## config.mk

```make
export PLATFORM = sky130hd
export DESIGN_NAME = instr_fetch_unit
export DESIGN_NICKNAME = d
export VERILOG_FILES = /design/src/rtl/instr_fetch_unit.sv
export SDC_FILE = /design/constraint.sdc
export NUM_CORES = 1
export LEC_CHECK = 0
export ABC_CLOCK_PERIOD_IN_PS = 1800
export CAP_MARGIN = 20
export CORE_MARGIN = 3
export CORE_UTILIZATION = 38
export DETAILED_ROUTE_END_ITERATION = 6
export PLACE_DENSITY = 0.76
export SLEW_MARGIN = 20
export SYNTH_ARGS = -nofsm -noshare
export SYNTH_HDL_FRONTEND = slang
export SYNTH_SLANG_ARGS = --single-unit
```

## constraint.sdc

```tcl
create_clock -name i_clk -period 1.8 [get_ports i_clk]
set_input_delay 0.36 -clock i_clk [delete_from_list [all_inputs] [get_ports i_clk]]
set_output_delay 0.36 -clock i_clk [all_outputs]
set_load 0.03 [all_outputs]
```

## src/rtl/instr_fetch_unit.sv

```systemverilog
// instr_fetch_unit: multicycle fetch stage feeding the main control FSM.
// Holds PC, OldPC and the instruction register. Issues word reads to unified
// memory over a req/ack handshake, with a wait timeout and a misalignment fault.
module instr_fetch_unit #(
  parameter int unsigned XLEN     = 32,
  parameter logic [XLEN-1:0] RESET_PC = '0,
  parameter int unsigned TIMEOUT  = 15
) (
  input  logic            i_clk,
  input  logic            i_rst,
  input  logic            i_fetch,
  input  logic            i_pc_we,
  input  logic [XLEN-1:0] i_pc_next,
  input  logic            i_fault_clr,
  output logic            o_mem_req,
  output logic [XLEN-1:0] o_mem_addr,
  input  logic            i_mem_ack,
  input  logic [31:0]     i_mem_rdata,
  output logic [31:0]     o_instr,
  output logic            o_instr_valid,
  output logic [6:0]      o_opcode,
  output logic [4:0]      o_rd,
  output logic [2:0]      o_funct3,
  output logic [4:0]      o_rs1,
  output logic [4:0]      o_rs2,
  output logic [6:0]      o_funct7,
  output logic [XLEN-1:0] o_pc,
  output logic [XLEN-1:0] o_old_pc,
  output logic            o_busy,
  output logic            o_fault,
  output logic [1:0]      o_fault_cause
);

  localparam logic [31:0] NOP_INSTR     = 32'h0000_0013;
  localparam logic [7:0]  WAIT_LAST     = 8'(TIMEOUT - 1);
  localparam logic [1:0]  CAUSE_NONE    = 2'b00;
  localparam logic [1:0]  CAUSE_MISALGN = 2'b01;
  localparam logic [1:0]  CAUSE_TIMEOUT = 2'b10;

  typedef enum logic [1:0] {
    IDLE  = 2'd0,
    WAIT  = 2'd1,
    FAULT = 2'd2
  } state_t;

  state_t     state;
  logic [7:0] wait_cnt;

  // Fetch FSM: PC/IR bookkeeping, the memory handshake and the sticky fault, all registered
  always_ff @(posedge i_clk) begin
    if (i_rst) begin
      state         <= IDLE;
      wait_cnt      <= '0;
      o_pc          <= RESET_PC;
      o_old_pc      <= RESET_PC;
      o_instr       <= NOP_INSTR;
      o_instr_valid <= 1'b0;
      o_mem_req     <= 1'b0;
      o_mem_addr    <= '0;
      o_busy        <= 1'b0;
      o_fault       <= 1'b0;
      o_fault_cause <= CAUSE_NONE;
    end else begin
      o_instr_valid <= 1'b0;

      if (i_pc_we) begin
        o_pc <= i_pc_next;
      end

      case (state)
        IDLE: begin
          if (i_fetch) begin
            if (o_pc[1:0] != 2'b00) begin
              state         <= FAULT;
              o_fault       <= 1'b1;
              o_fault_cause <= CAUSE_MISALGN;
            end else begin
              state      <= WAIT;
              o_mem_addr <= o_pc;
              o_mem_req  <= 1'b1;
              o_busy     <= 1'b1;
              wait_cnt   <= '0;
            end
          end
        end

        WAIT: begin
          if (i_mem_ack) begin
            state         <= IDLE;
            o_instr       <= i_mem_rdata;
            o_old_pc      <= o_mem_addr;
            o_instr_valid <= 1'b1;
            o_mem_req     <= 1'b0;
            o_busy        <= 1'b0;
          end else if (wait_cnt == WAIT_LAST) begin
            state         <= FAULT;
            o_mem_req     <= 1'b0;
            o_busy        <= 1'b0;
            o_fault       <= 1'b1;
            o_fault_cause <= CAUSE_TIMEOUT;
          end else begin
            wait_cnt <= wait_cnt + 8'd1;
          end
        end

        FAULT: begin
          if (i_fault_clr) begin
            state         <= IDLE;
            o_fault       <= 1'b0;
            o_fault_cause <= CAUSE_NONE;
          end
        end

        default: begin
          state <= IDLE;
        end
      endcase
    end
  end

  // Decode fields are plain slices of the instruction register
  always_comb begin
    o_opcode = o_instr[6:0];
    o_rd     = o_instr[11:7];
    o_funct3 = o_instr[14:12];
    o_rs1    = o_instr[19:15];
    o_rs2    = o_instr[24:20];
    o_funct7 = o_instr[31:25];
  end

endmodule
```

==> results.cfg, run 1 <==
[run_status]
status = completed

[critical_path]
worstSetupEndpointType = flip-flop
crit_type = reg -> reg
crit_path_cell_trace = or3b_4, a211o_1, or4_1, a31oi_1
worstPathRequired_ns = 2.14
rrSetupSlack_ns = 0.05
r2r-end = wait_cnt[6]$_SDFFE_PP0P_
max_stage_delay_ns = 0.49
crit_slowest_cell = or4_1
rr_startpoint = o_pc[1]$_SDFFE_PP0P_
crit_path_start_kind = flip-flop
crit_fanout = 5
cp_data_arrival_time_ns = 2.09
ff2ff_path_depth = 4

[yosys]
synthFlopType = dfxtp_1
ys_seq_elements = 143
async_reset_ff_share_pct = 0
synth_edf_count = 0
syn_avg_cell_area_um2 = 8.32
synth_fp_nets = 739
yosysSeqAreaShare_pct = 51.9
syn_area_um2 = 5510
ys_types = 42
yosys_warnings = 0
syn_inst = 663

[sta]
fin_skew_ns = 0.00886
fin_ws_ns = 0.0540
slew_headroom_pct = 68.8
finalCritPeriodShare_pct = 97.0
hold_viol = 0
finalSetupViolations = 0
worstMarginPinSlew_ns = 0.468
min_period_ns = 1.75
drv_slew = 0
fmax_ghz = 0.573
tns_ns = 0

[hold_path]
hold_end = o_instr_valid$_SDFF_PP0_
worstHoldStart = i_rst
whs_path_depth = 2
hold_class = in -> reg

[detailed_routing]
firstDrtPassIters = 5
drt_drc_violations_left = 0
antenna_left = 0
drt-initial-drc-count = 217
drt_wl_total_um = 16100
viasPerCell = 4.84
routed-via-count = 5179
routedWlPerCell_um = 15.1

[global_routing]
grt_first_pass_wirelength_um = 25400
track_usage_pct = 19.7
antenna_found_initial = 0
grt_overflow_total = 0
grt_pass1_vias = 4854
grt_max_degree = 56

[finish]
num-nets-final = 952
layout-drive-gt1-share_pct = 9.56
area_growth_pct = 54.5
nFillCells = 1312
design_area_um2 = 8520
n_antenna_cell = 0

[clocking]
clockBufferDepth = 2
cts_tree = built
cts_buffers = 17
cts-root-buf = clkbuf_16
clk_latency_ns = 0.41
clkTransAtPathRegs_ns = 0.06
cts_num_sinks = 143
h-tree-depth = 4

[floorplanning]
rows = 43
die_h_um = 126
core_area_um2 = 14000
dieArea_um2 = 16000
die_w_um = 126
top_level_ports = 236
start_util_pct = 39.3

[place]
dp_hpwl_um = 11200
placed_area_um2 = 8020
gp_congestion = 0.775
io_buffers = 235
place_ws_ns = -0.406

[pwr]
power_mw = 9.87
ir_drop_mv = 0.648
p_per_area_nw_per_um2 = 1160
p_leak_nw = 3.96

[run]
cap_violations = 0
## cells in the final DEF, fill, tap and decap left out, types with 3 or more instances in the layout
cell type	n
buf_4	27
ha_1	4
clkdlybuf4s50_1	67
clkinv_2	4
mux2i_1	32
dlymetal6s2s_1	4
dfxtp_2	3
nand3_1	7
dfxtp_1	140
nor2_1	40
inv_1	4
nor3_1	6
a21oi_1	96
or4_1	3
a31oi_1	8
buf_12	7
bufinv_16	5
nand2_1	198
dlygate4sd2_1	162
nand3b_1	4
clkbuf_16	17
nand4_1	4
## worst max-delay path: cells and delay by family, from the launching register on
family | cells | cell delay, ns
DFF | 1 | 0.34
AOI/OAI and AO/OA | 2 | 0.47
and+or+nand+nor | 2 | 0.86
## cell usage after synthesis, drive strengths merged, types with 2 or more instances
master / count / area [µm²]
and2: 2 / 12.5
nand3b: 4 / 30.0
buf: 44 / 289
dfxtp: 143 / 2860
mux2i: 32 / 320
inv: 6 / 22.5
nor2: 41 / 154
o21ai: 2 / 10.0
nor3b: 2 / 15.0
a31oi: 8 / 50.1
or2: 2 / 12.5
nand2: 199 / 747
nand2b: 2 / 12.5
clkbuf: 31 / 116
and3: 2 / 13.8
ha: 6 / 75.1
nand3: 7 / 35.0
nand4: 4 / 25.0
a21oi: 96 / 480
nor2b: 2 / 12.5
nor3: 6 / 30.0
mux2: 2 / 22.5
or4: 3 / 22.5
a21o: 2 / 15.0
## how the worst max path moves through the flow
stage                                        start                       end  slack [ns]
after floorplan               o_pc[0]$_SDFFE_PP0P_  wait_cnt[5]$_SDFFE_PP0P_       0.009
after global placement                     i_fetch  wait_cnt[5]$_SDFFE_PP0P_       -0.41
after detailed placement                   i_fetch  wait_cnt[5]$_SDFFE_PP0P_       -0.41
after CTS                 o_old_pc[0]$_SDFFE_PP0P_               o_old_pc[0]      0.0004
after global routing         state[1]$_SDFFE_PP0P_  wait_cnt[6]$_SDFFE_PP0P_       -0.01
final                         o_pc[1]$_SDFFE_PP0P_  wait_cnt[6]$_SDFFE_PP0P_        0.05
## layout make-up
type                    instances  area [µm²]  share of cell area [%]
clock buffers                  18         429                    5.04
clock inverters                14         213                    2.50
repair buffers                269        2500                    29.3
multi-input cells             439        2260                    26.5
flip-flops and latches        143        2870                    33.7
well taps                     180         225                    2.64
inverters                       6        26.3                   0.308
## routing by layer
metal	share of wire, %	global-route usage [%]	vias up
met5	0	0	-
met4	1.6	7.00	0
met3	9.8	8.25	16
met2	48	32.6	226
met1	41	23.1	2348
li1	-	-	2589
## sequential cells by signal (all words and copies together) (netlist names), 2 cells and up
signal / count
o_mem_addr: 32
o_fault_cause: 2
o_instr: 32
wait_cnt: 8
o_old_pc: 32
state: 2
o_pc: 32
## power by group
group,internal [mW],switching [mW],leakage [nW]
registers,3.39,0.148,1.16
logic,0.978,1.55,2.48
clock network,2.46,1.34,0.314
## logic make-up (layout without fill, tap and decap cells)
logic type / count (synthesis) / after routing / synth area share [%]
and+or+nand+nor: 280 / 280 / 21.0
DFF: 143 / 143 / 51.9
AOI/OAI and AO/OA: 119 / 119 / 11.8
buffers and inverters: 81 / 307 / 7.76
muxes: 34 / 34 / 6.22
adders and majority gates: 6 / 6 / 1.36
## per-stage QoR
step                      util [%]  instances  hold slack [ns]
final                         60.7       1069            0.377
after floorplan                  -        663            0.484
after CTS                     60.2       1067            0.357
after detailed placement      57.1       1035            0.446
after global placement        57.1       1035            0.441
after global routing          60.7       1069            0.386
## repair_timing
action                     CTS  global route
cloned                       0             0
pin swaps                    0             6
buffers inserted             0             2
setup endpoints to repair  162            12
hold buffers                 0             0
gates resized for setup    162            16
(Power assumes the default switching activity.)
==> inputs of run 2 (changes only) <==
--- a/config.mk
+++ b/config.mk
@@ -5,6 +5,7 @@
 export SDC_FILE = /design/constraint.sdc
 export NUM_CORES = 1
 export LEC_CHECK = 0
+export ABC_AREA = 1
 export ABC_CLOCK_PERIOD_IN_PS = 1800
 export CAP_MARGIN = 20
 export CORE_MARGIN = 3
==> run 2 against run 1 <==
Net effect:
- sequential share of layout area rose by 1.1 points
- largest cell class unchanged
- critical path type is now reg -> out
- power rose by 3.5%
- count of clock-buffer cells in the layout rose by 4
==> results.cfg, run 2 <==
[sta]
fin_skew_ns = 0.00426
hold_viol = 0
min_period_ns = 1.77
slew_headroom_pct = 75.2
finalSetupViolations = 0
drv_slew = 0
rsz0062_at_grt = no
finalCritPeriodShare_pct = 98.2
tns_ns = 0
fmax_ghz = 0.566
hold_slack_ns = 0.462
worstMarginPinSlew_ns = 0.374

[floorplanning]
die_h_um = 127
core_area_um2 = 14000
start_util_pct = 39.4
dieArea_um2 = 16000
top_level_ports = 236
rows = 43
die_w_um = 127

[clocking]
clkTransAtPathRegs_ns = 0.05
clockBufferDepth = 2
cts_num_sinks = 143
cts_buffers = 17
post_cts_buffers = 0
h-tree-depth = 4
hold_buffers = 0
cts-root-buf = clkbuf_16
clk_latency_ns = 0.41
cts_tree = built

[pwr]
p_int_mw = 6.57
p_comb_share_pct = 32.2
power_mw = 10.2
p_per_area_nw_per_um2 = 1240
switchingPower_mw = 3.64
ir_drop_mv = 0.618
pwr-share-seq_pct = 37.9
p_leak_nw = 4.16
p_clk_share_pct = 29.9
swShare_pct = 35.7

[place]
dp.cells = 1055
io_buffers = 235
dp_hpwl_um = 11100
gp_congestion = 0.860
placed_area_um2 = 7840

[run_status]
status = completed

[finish]
design_area_um2 = 8240
multi_input_area_um2 = 2010
layout-drive-gt1-share_pct = 6.86
final_cell_mix = nor2_1 (147), dfxtp_1 (143), dlygate4sd2_1 (140), o21ai_0 (125), clkdlybuf4s50_1 (72)
n_antenna_cell = 0
area_growth_pct = 49.0
num-nets-final = 970
finalNonFillerCells = 1084
mostFrequentLayoutCell = nor2_1
nFillCells = 1291
seq_area_um2 = 2860

[detailed_routing]
top_layer = met4
drt_drc_violations_left = 0
drt_wl_total_um = 15400
routedWlPerCell_um = 14.2
viasPerCell = 4.76
routed-via-count = 5157
drt-initial-drc-count = 261
wl_met2_um = 7300
antenna_left = 0
wl_met1_um = 6400
met3_length_um = 1430
firstDrtPassIters = 4

[critical_path]
cp_top_family = buffers and inverters
rrSetupSlack_ns = 0.17
crit_fanout = 2
max_stage_delay_ns = 0.67
cp_data_arrival_time_ns = 1.41
worstSetupEndpointType = primary output
crit_path_cell_trace = clkdlybuf4s50_1
worstPathRequired_ns = 1.44
crit_path_start_kind = flip-flop
crit_type = reg -> out
path_buf_inv = 1
crit_slowest_cell = clkdlybuf4s50_1

[global_routing]
grt_first_pass_wirelength_um = 24700
grt_max_degree = 73
grt_overflow_total = 0
grt_pass1_vias = 4830
antenna_found_initial = 0
track_usage_pct = 19.1

[yosys]
yosys.area.top_type = dfxtp_1
synth_edf_count = 0
async_reset_ff_share_pct = 0
ys_types = 25
yosysSeqAreaShare_pct = 51.8
synthFlopType = dfxtp_1
ys_top_cells_by_count = nor2_1 (147), dfxtp_1 (143), o21ai_0 (125)
synth_most_common_cell = nor2_1
synth_top_cell_area_share_pct = 51.8
ys_seq_elements = 143
syn_inst = 702
yosys_warnings = 0
synth_fp_nets = 778
syn_avg_cell_area_um2 = 7.87
syn_area_um2 = 5530
synth_area_leaders = dfxtp_1 (52%), o21ai_0 (11%), nor2_1 (10%)

[run]
cap_violations = 0

[hold_path]
hold_class = reg -> reg
run 2: cell types whose count changed after synthesis, moves of 11 or more:
cell / before / now
inv_1: 6 / 51
o21ai_0: 2 / 125
buf_1: 11 / 0
mux2i_1: 32 / 0
nor2_1: 41 / 147
nand2_1: 199 / 47
a21oi_1: 96 / 66
run 2: cell families after synthesis:
group,count (synthesis),share of synthesized area [%]
flip-flops,143,51.8
buffers and inverters,130,11.8
AO/OA/AOI/OAI,199,18.5
adder cells (fa/ha/maj),6,1.36
AND/OR/NAND/NOR,223,16.4
XOR/XNOR,1,0.158
run 2: final timing paths:
check | endpoint | cells after the start | start
worst min register to register | o_mem_addr[1]$_SDFFE_PP0P_ | 2 | o_mem_addr[1]$_SDFFE_PP0P_
worst min-delay path | o_mem_addr[1]$_SDFFE_PP0P_ | 2 | o_mem_addr[1]$_SDFFE_PP0P_
worst max-delay path | o_mem_addr[25] | 1 | o_mem_addr[25]$_SDFFE_PP0P_
worst max register to register | wait_cnt[0]$_SDFFE_PP0P_ | 8 | state[1]$_SDFFE_PP0P_
run 2: per-layer routing:
metal	vias to the layer above	track usage (%)
met5	-	0
met4	0	6.75
met3	18	7.75
met2	194	31.6
met1	2335	22.4
li1	2610	-
run 2: what timing repair did:
item | 4_1_cts | 5_1_grt
endpoints found under the hold margin | 0 | 0
resized for setup | 140 | 23
endpoints found under the setup margin | 142 | 23
pin swaps | 0 | 0
run 2: final cells by class:
| class | count | share of cell area (%) |
|---|---|---|
| Clock buffer | 22 | 5.76 |
| Clock inverter | 7 | 0.486 |
| Inverter | 54 | 2.48 |
| Multi-Input combinational cell | 429 | 24.5 |
| Sequential cell | 143 | 34.8 |
| Tap cell | 180 | 2.73 |
| Timing Repair Buffer | 249 | 29.3 |
run 2: worst reg2reg max path, cell delays in order, from the launching register on:
cell and delay [ns]:
dfxtp_1 0.34, inv_1 0.09, ha_1 0.21, buf_4 0.17, nand2_1 0.14, a21oi_4 0.23, nand2_4 0.12, o21ai_0 0.17
nor2_1 0.06
run 2: stage by stage:
step	setup WS, ns	utilization (%)
after floorplan	0.365	-
after detailed placement	0.0973	55.8
final	0.0328	58.6
after global routing	0.00224	58.6
after global placement	0.104	55.8
after CTS	0.0000814	58.2
run 2: power groups by stage:
stage | Clock [mW] | Combinational (mW) | Sequential (mW)
floorplan | 0 | 1.42 | 4.75
global placement | 0 | 3.58 | 3.94
detailed placement | 0 | 3.62 | 3.96
CTS | 3.14 | 3.33 | 3.88
global route | 3.27 | 3.56 | 3.93
finish | 3.06 | 3.29 | 3.87
==> inputs of run 3 (changes only) <==
--- a/config.mk
+++ b/config.mk
@@ -6,12 +6,12 @@
 export NUM_CORES = 1
 export LEC_CHECK = 0
 export ABC_AREA = 1
-export ABC_CLOCK_PERIOD_IN_PS = 1800
+export ABC_CLOCK_PERIOD_IN_PS = 1700
 export CAP_MARGIN = 20
 export CORE_MARGIN = 3
-export CORE_UTILIZATION = 38
+export CORE_UTILIZATION = 42
 export DETAILED_ROUTE_END_ITERATION = 6
-export PLACE_DENSITY = 0.76
+export PLACE_DENSITY = 0.79
 export SLEW_MARGIN = 20
 export SYNTH_ARGS = -nofsm -noshare
 export SYNTH_HDL_FRONTEND = slang
==> constraint.sdc (replaced) <==
create_clock -name i_clk -period 1.7 [get_ports i_clk]
set_input_delay 0.34 -clock i_clk [delete_from_list [all_inputs] [get_ports i_clk]]
set_output_delay 0.34 -clock i_clk [all_outputs]
set_load 0.03 [all_outputs]
==> run 3 against run 2 <==
Net effect:
- critical endpoint is now o_rs2[1]
- critical path type unchanged
- design area down 0.53%
- first-iteration DRC count increased by 12%
- largest power group unchanged
- combinational power up 4%
==> results.cfg, run 3 (synthesis gave the netlist of run 2 again) <==
[floorplanning]
die_w_um = 121
die_h_um = 121
top_level_ports = 236
start_util_pct = 43.5
core_area_um2 = 12700
dieArea_um2 = 14600
rows = 41

[clocking]
cts_buffers = 17
cts_num_sinks = 143
clk_latency_ns = 0.41
cts-root-buf = clkbuf_16
clkTransAtPathRegs_ns = 0.06
post_cts_buffers = 0
h-tree-depth = 4
hold_buffers = 0
cts_tree = built
clockBufferDepth = 2

[place]
io_buffers = 235
gp_congestion = 0.848
dp_hpwl_um = 11300
placed_area_um2 = 7830

[hold_path]
hold_class = reg -> reg
whs_path_depth = 2
hold_end = o_mem_addr[15]$_SDFFE_PP0P_
worstHoldStart = o_mem_addr[15]$_SDFFE_PP0P_

[finish]
n_antenna_cell = 0
final_cell_mix = dlygate4sd2_1 (166), nor2_1 (146), dfxtp_1 (142), o21ai_0 (124), clkdlybuf4s50_1 (69)
num-nets-final = 972
seq_area_um2 = 2860
multi_input_area_um2 = 2020
area_growth_pct = 48.2
layout-drive-gt1-share_pct = 7.17
design_area_um2 = 8190
nFillCells = 1203
mostFrequentLayoutCell = dlygate4sd2_1

[critical_path]
crit_path_cell_trace = dlygate4sd2_1
crit_path_start_kind = flip-flop
max_stage_delay_ns = 0.47
cp_top_family = buffers and inverters
worstSetupEndpointType = primary output
crit_fanout = 3
ff2ff_path_depth = 8
crit_type = reg -> out
cp_data_arrival_time_ns = 1.25
rr_startpoint = state[1]$_SDFFE_PP0P_
rrSetupSlack_ns = 0.18
r2r-end = wait_cnt[5]$_SDFFE_PP0P_
path_buf_inv = 1
worstPathRequired_ns = 1.36
crit_slowest_cell = dlygate4sd2_1

[sta]
finalSetupViolations = 0
fin_skew_ns = 0.00491
slew_headroom_pct = 74.3
hold_viol = 0
min_period_ns = 1.59
rsz0062_at_grt = no
tns_ns = 0
drv_slew = 0
finalCritPeriodShare_pct = 93.5
worstMarginPinSlew_ns = 0.388
fmax_ghz = 0.629

[pwr]
swShare_pct = 35.0
ir_drop_mv = 0.770
p_clk_share_pct = 31.9
p_per_area_nw_per_um2 = 1350
pwr-share-seq_pct = 37.1
switchingPower_mw = 3.87
p_comb_share_pct = 31.0
p_int_mw = 7.20
power_mw = 11.1
p_leak_nw = 3.90

[detailed_routing]
antenna_left = 0
firstDrtPassIters = 4
viasPerCell = 4.79
routedWlPerCell_um = 14.4
drt-initial-drc-count = 293
routed-via-count = 5169
drt_wl_total_um = 15600
drt_drc_violations_left = 0

[global_routing]
grt_max_degree = 54
grt_first_pass_wirelength_um = 24600
track_usage_pct = 21.3
grt_overflow_total = 0
antenna_found_initial = 0
grt_pass1_vias = 4913

[run]
cap_violations = 0

[run_status]
status = completed
==> run 3: what timing repair did <==
item                       CTS  global route
pin swaps                    0             1
setup endpoints to repair  166             7
resized for setup          166             3
==> run 3: worst max-delay path by stage <==
| stage | end | cells after the start | startpoint | slack [ns] |
|---|---|---|---|---|
| 5_1_grt | o_mem_addr[23]$_SDFFE_PP0P_ | 6 | state[0]$_SDFFE_PP0P_ | 0.02 |
| 2_1_floorplan | wait_cnt[0]$_SDFFE_PP0P_ | 8 | state[0]$_SDFFE_PP0P_ | 0.26 |
| 3_5_place_dp | wait_cnt[0]$_SDFFE_PP0P_ | 8 | i_fetch | 0.02 |
| 3_3_place_gp | wait_cnt[0]$_SDFFE_PP0P_ | 8 | i_fetch | 0.03 |
| 6_report | o_rs2[1] | 1 | o_instr[21]$_SDFFE_PP0P_ | 0.11 |
| 4_1_cts | o_rs2[1] | 1 | o_instr[21]$_SDFFE_PP0P_ | 0.06 |
==> run 3: power groups by stage <==
stage	clock [mW]	sequential [mW]	combinational (mW)
2_1_floorplan	0	5.03	1.50
3_3_place_gp	0	4.17	3.78
3_5_place_dp	0	4.19	3.83
4_1_cts	3.60	4.11	3.45
5_1_grt	3.77	4.17	3.69
6_report	3.53	4.11	3.43
==> run 3: area by class of cell <==
| cell class | instances | share of cell area (%) |
|---|---|---|
| multi-input combinational | 429 | 24.6 |
| clock buffer | 23 | 5.83 |
| timing repair buffer | 251 | 28.4 |
| sequential | 143 | 35.0 |
| inverter | 54 | 2.50 |
| clock inverter | 6 | 1.04 |
| tap | 172 | 2.63 |
==> run 3: per-stage QoR <==
stage	worst slack, ns	hold WS (ns)	instances	util (%)
2_1_floorplan	0.265	0.453	702	-
3_3_place_gp	0.0307	0.454	1049	61.6
3_5_place_dp	0.0189	0.462	1049	61.6
4_1_cts	0.0609	0.469	1078	64.4
5_1_grt	0.0193	0.482	1078	64.4
6_report	0.111	0.463	1078	64.4
==> run 3: metal layers <==
| metal | global-route usage, % | part of all wire (%) | routed length (µm) |
|---|---|---|---|
| met4 | 8.29 | 2.0 | 311 |
| met1 | 25.3 | 42 | 6550 |
| met3 | 8.19 | 9.3 | 1460 |
| met5 | 0 | 0 | 0 |
| met2 | 34.6 | 47 | 7250 |
